## src/rtl/qspi_pkg.sv

```systemverilog
// Shared definitions for the QSPI-to-RAM bridge: command codes, FSM states
// and fixed protocol/RAM timing constants.
package qspi_pkg;

  localparam logic [7:0] CMD_WRITE = 8'h02;
  localparam logic [7:0] CMD_READ  = 8'h0B;

  localparam int DUMMY_NIBBLES = 2;
  localparam int RAM_RD_LAT    = 2;

  typedef enum logic [2:0] {
    IDLE   = 3'd0,
    CMD    = 3'd1,
    ADDR   = 3'd2,
    WDATA  = 3'd3,
    DUMMY  = 3'd4,
    RDATA  = 3'd5,
    IGNORE = 3'd6
  } state_t;

  function automatic logic cmd_known(input logic [7:0] cmd);
    return (cmd == CMD_WRITE) || (cmd == CMD_READ);
  endfunction

endpackage

```

## src/rtl/qspi_sync_edge.sv

```systemverilog
// Two-flop synchronizer for an asynchronous pin with rise/fall detection on
// the synchronized value.
module qspi_sync_edge (
  input  logic clk,
  input  logic rst,
  input  logic i_async,
  output logic o_rise,
  output logic o_fall
);

  logic r_meta;
  logic r_sync;
  logic r_prev;

  // Resetting to 0 means a pin already low never yields a false fall,
  // so a frame in progress at reset is ignored until the next real CS fall.
  always_ff @(posedge clk) begin
    if (rst) begin
      r_meta <= 1'b0;
      r_sync <= 1'b0;
      r_prev <= 1'b0;
    end else begin
      r_meta <= i_async;
      r_sync <= r_meta;
      r_prev <= r_sync;
    end
  end

  assign o_rise = r_sync & ~r_prev;
  assign o_fall = ~r_sync & r_prev;

endmodule

```

## src/rtl/qspi_ram_bridge.sv

```systemverilog
// QSPI target giving a host byte-wide write (0x02) and read (0x0B) access to
// one port of the shared 8-bit RAM.
module qspi_ram_bridge
  import qspi_pkg::*;
#(
  parameter int addr_width = 8
) (
  input  logic                  clk,
  input  logic                  rst,
  input  logic                  qspi_sck,
  input  logic                  qspi_cs_n,
  input  logic [3:0]            qspi_io_in,
  output logic [3:0]            qspi_io_out,
  output logic                  qspi_io_oe,
  output logic [addr_width-1:0] addr,
  input  logic [7:0]            data_in,
  output logic [7:0]            data_out,
  output logic                  wen
);

  localparam logic [addr_width-1:0] ADDR_ONE = {{(addr_width-1){1'b0}}, 1'b1};
  localparam logic [1:0] PF_LOAD    = 2'(RAM_RD_LAT + 1);
  localparam logic [1:0] DUMMY_LAST = 2'(DUMMY_NIBBLES - 1);

  logic w_sck_rise;
  logic w_sck_fall;
  logic w_cs_rise;
  logic w_cs_fall;
  logic [7:0] w_byte;
  logic w_last_nib;

  state_t                r_state;
  logic [1:0]            r_nib;
  logic [3:0]            r_rx_hi;
  logic                  r_is_read;
  logic [addr_width-1:0] r_addr;
  logic [7:0]            r_data_out;
  logic                  r_wen;
  logic [3:0]            r_io_out;
  logic                  r_oe;
  logic [3:0]            r_tx_lo;
  logic [7:0]            r_pf;
  logic [1:0]            r_pf_cnt;

  qspi_sync_edge u_sck_sync (
    .clk     (clk),
    .rst     (rst),
    .i_async (qspi_sck),
    .o_rise  (w_sck_rise),
    .o_fall  (w_sck_fall)
  );

  qspi_sync_edge u_cs_sync (
    .clk     (clk),
    .rst     (rst),
    .i_async (qspi_cs_n),
    .o_rise  (w_cs_rise),
    .o_fall  (w_cs_fall)
  );

  assign w_byte     = {r_rx_hi, qspi_io_in};
  assign w_last_nib = (r_state == DUMMY) ? (r_nib == DUMMY_LAST) : (r_nib == 2'd1);

  // Frame FSM, receive shifter, write strobe and read prefetch sequencing.
  always_ff @(posedge clk) begin
    if (rst) begin
      r_state    <= IDLE;
      r_nib      <= 2'd0;
      r_rx_hi    <= 4'h0;
      r_is_read  <= 1'b0;
      r_addr     <= '0;
      r_data_out <= 8'h00;
      r_wen      <= 1'b0;
      r_io_out   <= 4'h0;
      r_oe       <= 1'b0;
      r_tx_lo    <= 4'h0;
      r_pf       <= 8'h00;
      r_pf_cnt   <= 2'd0;
    end else begin
      r_wen <= 1'b0;
      // Post-write increment lands the cycle after the strobe.
      if (r_wen) begin
        r_addr <= r_addr + ADDR_ONE;
      end
      // Countdown to the cycle where data_in reflects the new address.
      if (r_pf_cnt != 2'd0) begin
        r_pf_cnt <= r_pf_cnt - 2'd1;
        if (r_pf_cnt == 2'd1) begin
          r_pf <= data_in;
        end
      end

      if (w_cs_rise) begin
        r_state  <= IDLE;
        r_nib    <= 2'd0;
        r_oe     <= 1'b0;
        r_io_out <= 4'h0;
      end else begin
        case (r_state)
          IDLE: begin
            if (w_cs_fall) begin
              r_state <= CMD;
              r_nib   <= 2'd0;
            end
          end
          CMD, ADDR, WDATA, DUMMY: begin
            if (w_sck_rise) begin
              r_rx_hi <= qspi_io_in;
              if (w_last_nib) begin
                r_nib <= 2'd0;
                case (r_state)
                  CMD: begin
                    if (cmd_known(w_byte)) begin
                      r_is_read <= (w_byte == CMD_READ);
                      r_state   <= ADDR;
                    end else begin
                      r_state <= IGNORE;
                    end
                  end
                  ADDR: begin
                    r_addr <= w_byte[addr_width-1:0];
                    if (r_is_read) begin
                      r_state  <= DUMMY;
                      r_pf_cnt <= PF_LOAD;
                    end else begin
                      r_state <= WDATA;
                    end
                  end
                  WDATA: begin
                    r_data_out <= w_byte;
                    r_wen      <= 1'b1;
                  end
                  DUMMY:   r_state <= RDATA;
                  default: r_state <= IDLE;
                endcase
              end else begin
                r_nib <= r_nib + 2'd1;
              end
            end
          end
          RDATA: begin
            if (w_sck_fall) begin
              if (r_nib == 2'd0) begin
                r_io_out <= r_pf[7:4];
                r_tx_lo  <= r_pf[3:0];
                r_addr   <= r_addr + ADDR_ONE;
                r_pf_cnt <= PF_LOAD;
                r_oe     <= 1'b1;
                r_nib    <= 2'd1;
              end else begin
                r_io_out <= r_tx_lo;
                r_nib    <= 2'd0;
              end
            end
          end
          IGNORE: r_state <= IGNORE;
          default: r_state <= IDLE;
        endcase
      end
    end
  end

  assign qspi_io_out = r_io_out;
  assign qspi_io_oe  = r_oe;
  assign addr        = r_addr;
  assign data_out    = r_data_out;
  assign wen         = r_wen;

endmodule

```

## config.mk

```make
export PLATFORM = sky130hd
export DESIGN_NAME = qspi_ram_bridge
export DESIGN_NICKNAME = d
export VERILOG_FILES = /design/src/rtl/qspi_pkg.sv /design/src/rtl/qspi_sync_edge.sv /design/src/rtl/qspi_ram_bridge.sv
export SDC_FILE = /design/constraint.sdc
export NUM_CORES = 1
export LEC_CHECK = 0
export CELL_PAD_IN_SITES_DETAIL_PLACEMENT = 1
export CELL_PAD_IN_SITES_GLOBAL_PLACEMENT = 1
export CORE_MARGIN = 8
export CORE_UTILIZATION = 43
export DETAILED_ROUTE_END_ITERATION = 8
export PLACE_DENSITY_LB_ADDON = 0.1
export SYNTH_ARGS = -nofsm -noshare
export SYNTH_HDL_FRONTEND = slang
export SYNTH_SLANG_ARGS = --single-unit
```

## constraint.sdc

```tcl
create_clock -name clk -period 2.95 [get_ports clk]
set_input_delay 0.59 -clock clk [delete_from_list [all_inputs] [get_ports clk]]
set_output_delay 0.59 -clock clk [all_outputs]
set_load 0.02 [all_outputs]
```

# == Word level (Yosys, flattened, before mapping) ==
# Cells that the tools add are included.
# word_totals
ff_bits,52
inputBits,16
out_inout_bits,22
wordCells,98
# classes
addsub,3
eq_ne,15
muxes,32
bitwise,13
reduce_logical,17
# ops
op,count
$mux 8,7
$mux 2,12
$pmux 3 s4,2
$pmux 8 s2,1
$mux 3,5
$reduce_and 5->1,2
$eq 3x3->1 const B,3
$not 1->1,9
$add 8x1->8 const B,1
$eq 8x2->1 const B,1
$eq 8x4->1 const B,1
$reduce_and 4->1,2
$eq 3x2->1 const B,2
$ne 2x1->1 const B,3
$pmux 2 s3,1
$reduce_and 3->1,2
$reduce_and 6->1,1
$reduce_or 5->1,1
$and 1x1->1,4
$eq 2x1->1 const B,2
$mux 4,1
$ne 2x2->1 const B,2
$pmux 2 s2,1
$reduce_and 2->1,2
11 further kinds,12

# == Depth between registers and ports, before layout ==
# depth
ltp_word,8
ltp_mapped,7
mapped_depth_nobuf,6

# == Cells and area by module ==
# From an unflattened synthesis, not the netlist that was laid out.
# unflattened
hier_cells,293
hier_area_um2,2585.0
# by_module_without_submodules
module,n_inst,cells_each,area_each_um2,seq_area_each_um2
qspi_ram_bridge,1,277,2402.3,920.9
qspi_sync_edge,2,8,91.3,60.1

# == Least setup slack after synthesis ==
# Ideal clock, no wire load.
# synth_path
kind,reg-to-reg
from,reg u_sck_sync.r_sync
to,reg r_data_out[0] (netlist: data_out[0])
setup_ns,0.128
t_arrival_ns,1.780
required_ns,2.822
slack_ns,1.042
path_stages_with_launch,6
path_buffers,0
period_less_slack_ns,1.908
path_cell_list,dfxtp_1 or3b_4 or3b_4 nor3_4 mux2i_1 nor2_1
# synth_via
elab_chain_len,2
# synth_lines
item,line_no,text
from (decl),qspi_sync_edge.sv:12,logic r_sync;
from (signal assigned),qspi_sync_edge.sv:24,r_sync <= r_meta;
$and 1x1->1,qspi_sync_edge.sv:29,assign o_rise = r_sync & ~r_prev;
$reduce_and 5->1 (no line),-,
to (signal assigned),qspi_ram_bridge.sv:130,r_data_out <= w_byte;
to (decl),qspi_ram_bridge.sv:37,logic [7:0] r_data_out;
# No other way between the ends.
# A chain may end at the register's enable or synchronous reset.

# == Worst setup path in the final report ==
# layout_path
from,reg r_wen (netlist: wen)
to,out wen
# layout_rtl
item,line_no,text
from (decl),qspi_ram_bridge.sv:38,logic r_wen;
from (signal assigned),qspi_ram_bridge.sv:73,r_wen <= 1'b0;
from (signal assigned),qspi_ram_bridge.sv:80,r_wen <= 1'b0;
from (signal assigned),qspi_ram_bridge.sv:131,r_wen <= 1'b1;
to (decl),qspi_ram_bridge.sv:18,output logic wen
# No word-level cell between the ends.

==> run_results.csv <==
group,metric,value,unit
run_status,run_status,"complete, no violations",
route,met3RoutedLength,229,um
setup_path,crit_required,2.36,ns
synth,library_cell_with_the_largest_summed_area_after_synthesis,"dfxtp_1",
setup_path,critPathLaunchType,"flop",
finish,final_nets,326,
global_route,global_route.usage.total,0.153,
route,ant_nets,0,
setup_path,critPathMaxStageDelay,0.69,ns
route,routed_wl,6.32,mm
min_path,hold_path.class,"flop to flop",
clock_network,clk_latency,0.30,ns
finish,antenna_diode_count,0,
place,gp_routability_congestion,0.779,
sta,slew-limit-headroom,0.381,
setup_path,worstReg2RegStart,"r_state[2]",
route,route.top_layer_used,"met4",
synth,synth-seq-cells,52,
synth,yosysSeqAreaShare,0.428,
sta,totalNegativeSetupSlack,0,ns
route,met1_length,3.12,mm
setup_path,reg2reg_to,"data_out[6]",
synth,synth-edff-count,0,
synth,synth_nets,296,
finish,final-seq-area,0.00104,mm2
power,power-per-cell-area,408,mW/mm2
finish,share_of_cells_above_drive_strength_1,0.0548,
clock_network,clkTransAtPathRegs,0.09,ns
finish,multiInputGateArea,0.00131,mm2
floorplanning,dieWidth,91.2,um
clock_network,clock_tree_from_tritoncts,"yes",
setup_path,r2r.worst_path.cells,5,
clock_network,post_cts_buffers,0,
route,routed-via-count,2113,
global_route,grt_first_pass_wirelength,10.6,mm
finish,layout-area-overhead-vs-synth,21.2,%
sta,min_period,2.18,ns
route,drt_pass_1_iters,4,
clock_network,max-clock-path-buffers,2,
synth,synth.top_cells.by_count,"52 x dfxtp_1, 49 x nor2_1, 27 x mux2i_1",
global_route,overall_overflow_remaining_after_global_route,0,
synth,netlist.area_leader.share,0.428,
route,detail_route.vias_per_cell,5.53,
sta,hold_viol,0,
global_route,initial_antenna_violation_count,0,
job,max_cap_violations,0,
clock_network,htree_levels,2,
setup_path,path_delay_family,"buffers and inverters",
floorplanning,core_area,0.00547,mm2
place,dp.final_hpwl,4.71,mm
floorplanning,start_util,0.444,
sta,final_min_period_over_clock_period,0.740,
sta,clock_skew,0.00484,ns
synth,synth.avg_cell_area,8.72,um2
clock_network,cts_sinks,52,
route,wire_per_inst,16.5,um
route,dr.first_iter.drc_count,112,
setup_path,crit_slowest_cell,"clkdlybuf4s50_1",
synth,async_flop_share,0,
place,io_buffer_count,37,
route,drcViolationCount,0,
global_route,first_global_vias,2122,
finish,filler_cell_count,671,
power,p_leak,0.00102,uW
setup_path,crit_path_cell_trace,"clkdlybuf4s50_1",
floorplanning,floorplan.rows,27,
setup_path,end_kind,"primary output",
synth,synth_area_leaders,"dfxtp_1 43%, mux2i_1 11%, nor2_1 7.6%, o21ai_0 3.1%, nor2b_1 2.8%",
min_path,whs_path_depth,1,
finish,final_util,0.539,
floorplanning,die_h,91.2,um
global_route,grt_start_max_net_pins,34,
route,routed-wl-met2,2.92,mm
setup_path,reg2reg_slack,0.77,ns
synth,synth-warning-count,0,
clock_network,cts_resized,0,
clock_network,cts_made_buffers,5,
sta,max_clock_freq,0.458,GHz
min_path,worst_hold_path.endpoint,"u_sck_sync.r_sync",
sta,worstMarginPinSlew,0.926,ns
sta,finalSetupViolCount,0,
setup_path,critPathKind,"flop to primary output",
floorplanning,dieArea,0.00832,mm2
floorplanning,floorplan.io_pins,38,
setup_path,critPathBufInv,1,
clock_network,clock_tree.root_cell,"clkbuf_8",
clock_network,post_cts_hold_buffer_count,0,
synth,netlist_area,0.00243,mm2
min_path,hold_path_startpoint,"u_sck_sync.r_meta",
sta,unrepaired_setup_endpoints_after_global_routing,"false",
power,vdd.ir_drop.worst,0.000230,V
synth,synthMostInstantiatedCell,"dfxtp_1",
setup_path,cp.arrival,1.59,ns
setup_path,worstPathMaxFanout,11,
sta,final-max-slew-violation-count,0,
synth,syn_inst,279,
synth,dominantRegCellSynth,"dfxtp_1",
synth,number_of_distinct_standard_cells_referenced_by_the_synthesized_netlist,47,
-- layout by cell type, fill, tap and decap left out, types with 4 or more instances in the layout --
cell	netlist	routed
nand3_1	5	5
mux2i_1	27	27
inv_1	4	4
xor2_1	5	5
nand2b_1	4	4
nand2_1	17	17
nand4_1	5	5
clkbuf_8	0	6
nor2_1	49	49
clkdlybuf4s50_1	0	37
a21oi_1	12	12
nor2b_1	11	11
xnor2_1	4	4
dfxtp_1	52	52
o21ai_0	15	15
buf_4	0	4
a311oi_1	5	5
-- kinds of logic after synthesis --
group | share of synthesized area
mux | 0.111
compound gates | 0.152
simple gates | 0.237
flops | 0.428
fa+ha+maj | 0.00514
xor+xnor | 0.0324
buf+inv | 0.0339
-- metal layers --
layer  GRT usage  up-vias
met5           0        -
met4      0.0368        0
met3      0.0321        4
met2       0.242       34
met1       0.207     1024
li1            -     1051
-- state kept, by name, summed over array words and instances (netlist names), 2 cells and up --
register / count
addr: 8
data_out: 8
qspi_io_out: 4
r_nib: 2
r_pf: 8
r_pf_cnt: 2
r_rx_hi: 4
r_state: 3
r_tx_lo: 4
-- per-stage QoR --
| step | hold WS [ns] | cell area (um2) | power [uW] | cells | setup slack (ns) |
|---|---|---|---|---|---|
| 2_1_floorplan | 0.414 | 2430 | 755 | 279 | 1.04 |
| 3_3_place_gp | 0.422 | 2860 | 791 | 374 | 0.783 |
| 3_5_place_dp | 0.447 | 2860 | 792 | 374 | 0.723 |
| 4_1_cts | 0.468 | 2950 | 1220 | 382 | 0.738 |
| 5_1_grt | 0.492 | 2950 | 1250 | 382 | 0.663 |
| 6_report | 0.464 | 2950 | 1200 | 382 | 0.766 |
-- how the worst max path moves through the flow --
stage / start / endpoint / slack [ns] / depth (start not counted)
floorplan: u_sck_sync.r_sync / data_out[0] / 1.04 / 5
detailed placement: qspi_io_in[1] / r_is_read / 0.72 / 6
global route: r_state[2] / data_out[2] / 0.66 / 5
CTS: wen / wen / 0.74 / 1
finish: wen / wen / 0.77 / 1
global placement: rst / addr[4] / 0.78 / 5
-- final cells by class --
cell class	count	area share
Sequential cell	52	0.353
Clock buffer	7	0.0293
Tap cell	72	0.0305
Multi-Input combinational cell	205	0.444
Timing Repair Buffer	41	0.136
Clock inverter	1	0.00255
Inverter	4	0.00509
-- where the power goes --
| part | switching [uW] | internal, uW | total [uW] |
|---|---|---|---|
| clock network | 237 | 191 | 429 |
| registers | 4.13 | 705 | 709 |
| logic | 34.5 | 32.1 | 66.5 |
| total | 276 | 929 | 1200 |
(Power assumes the default switching activity.)
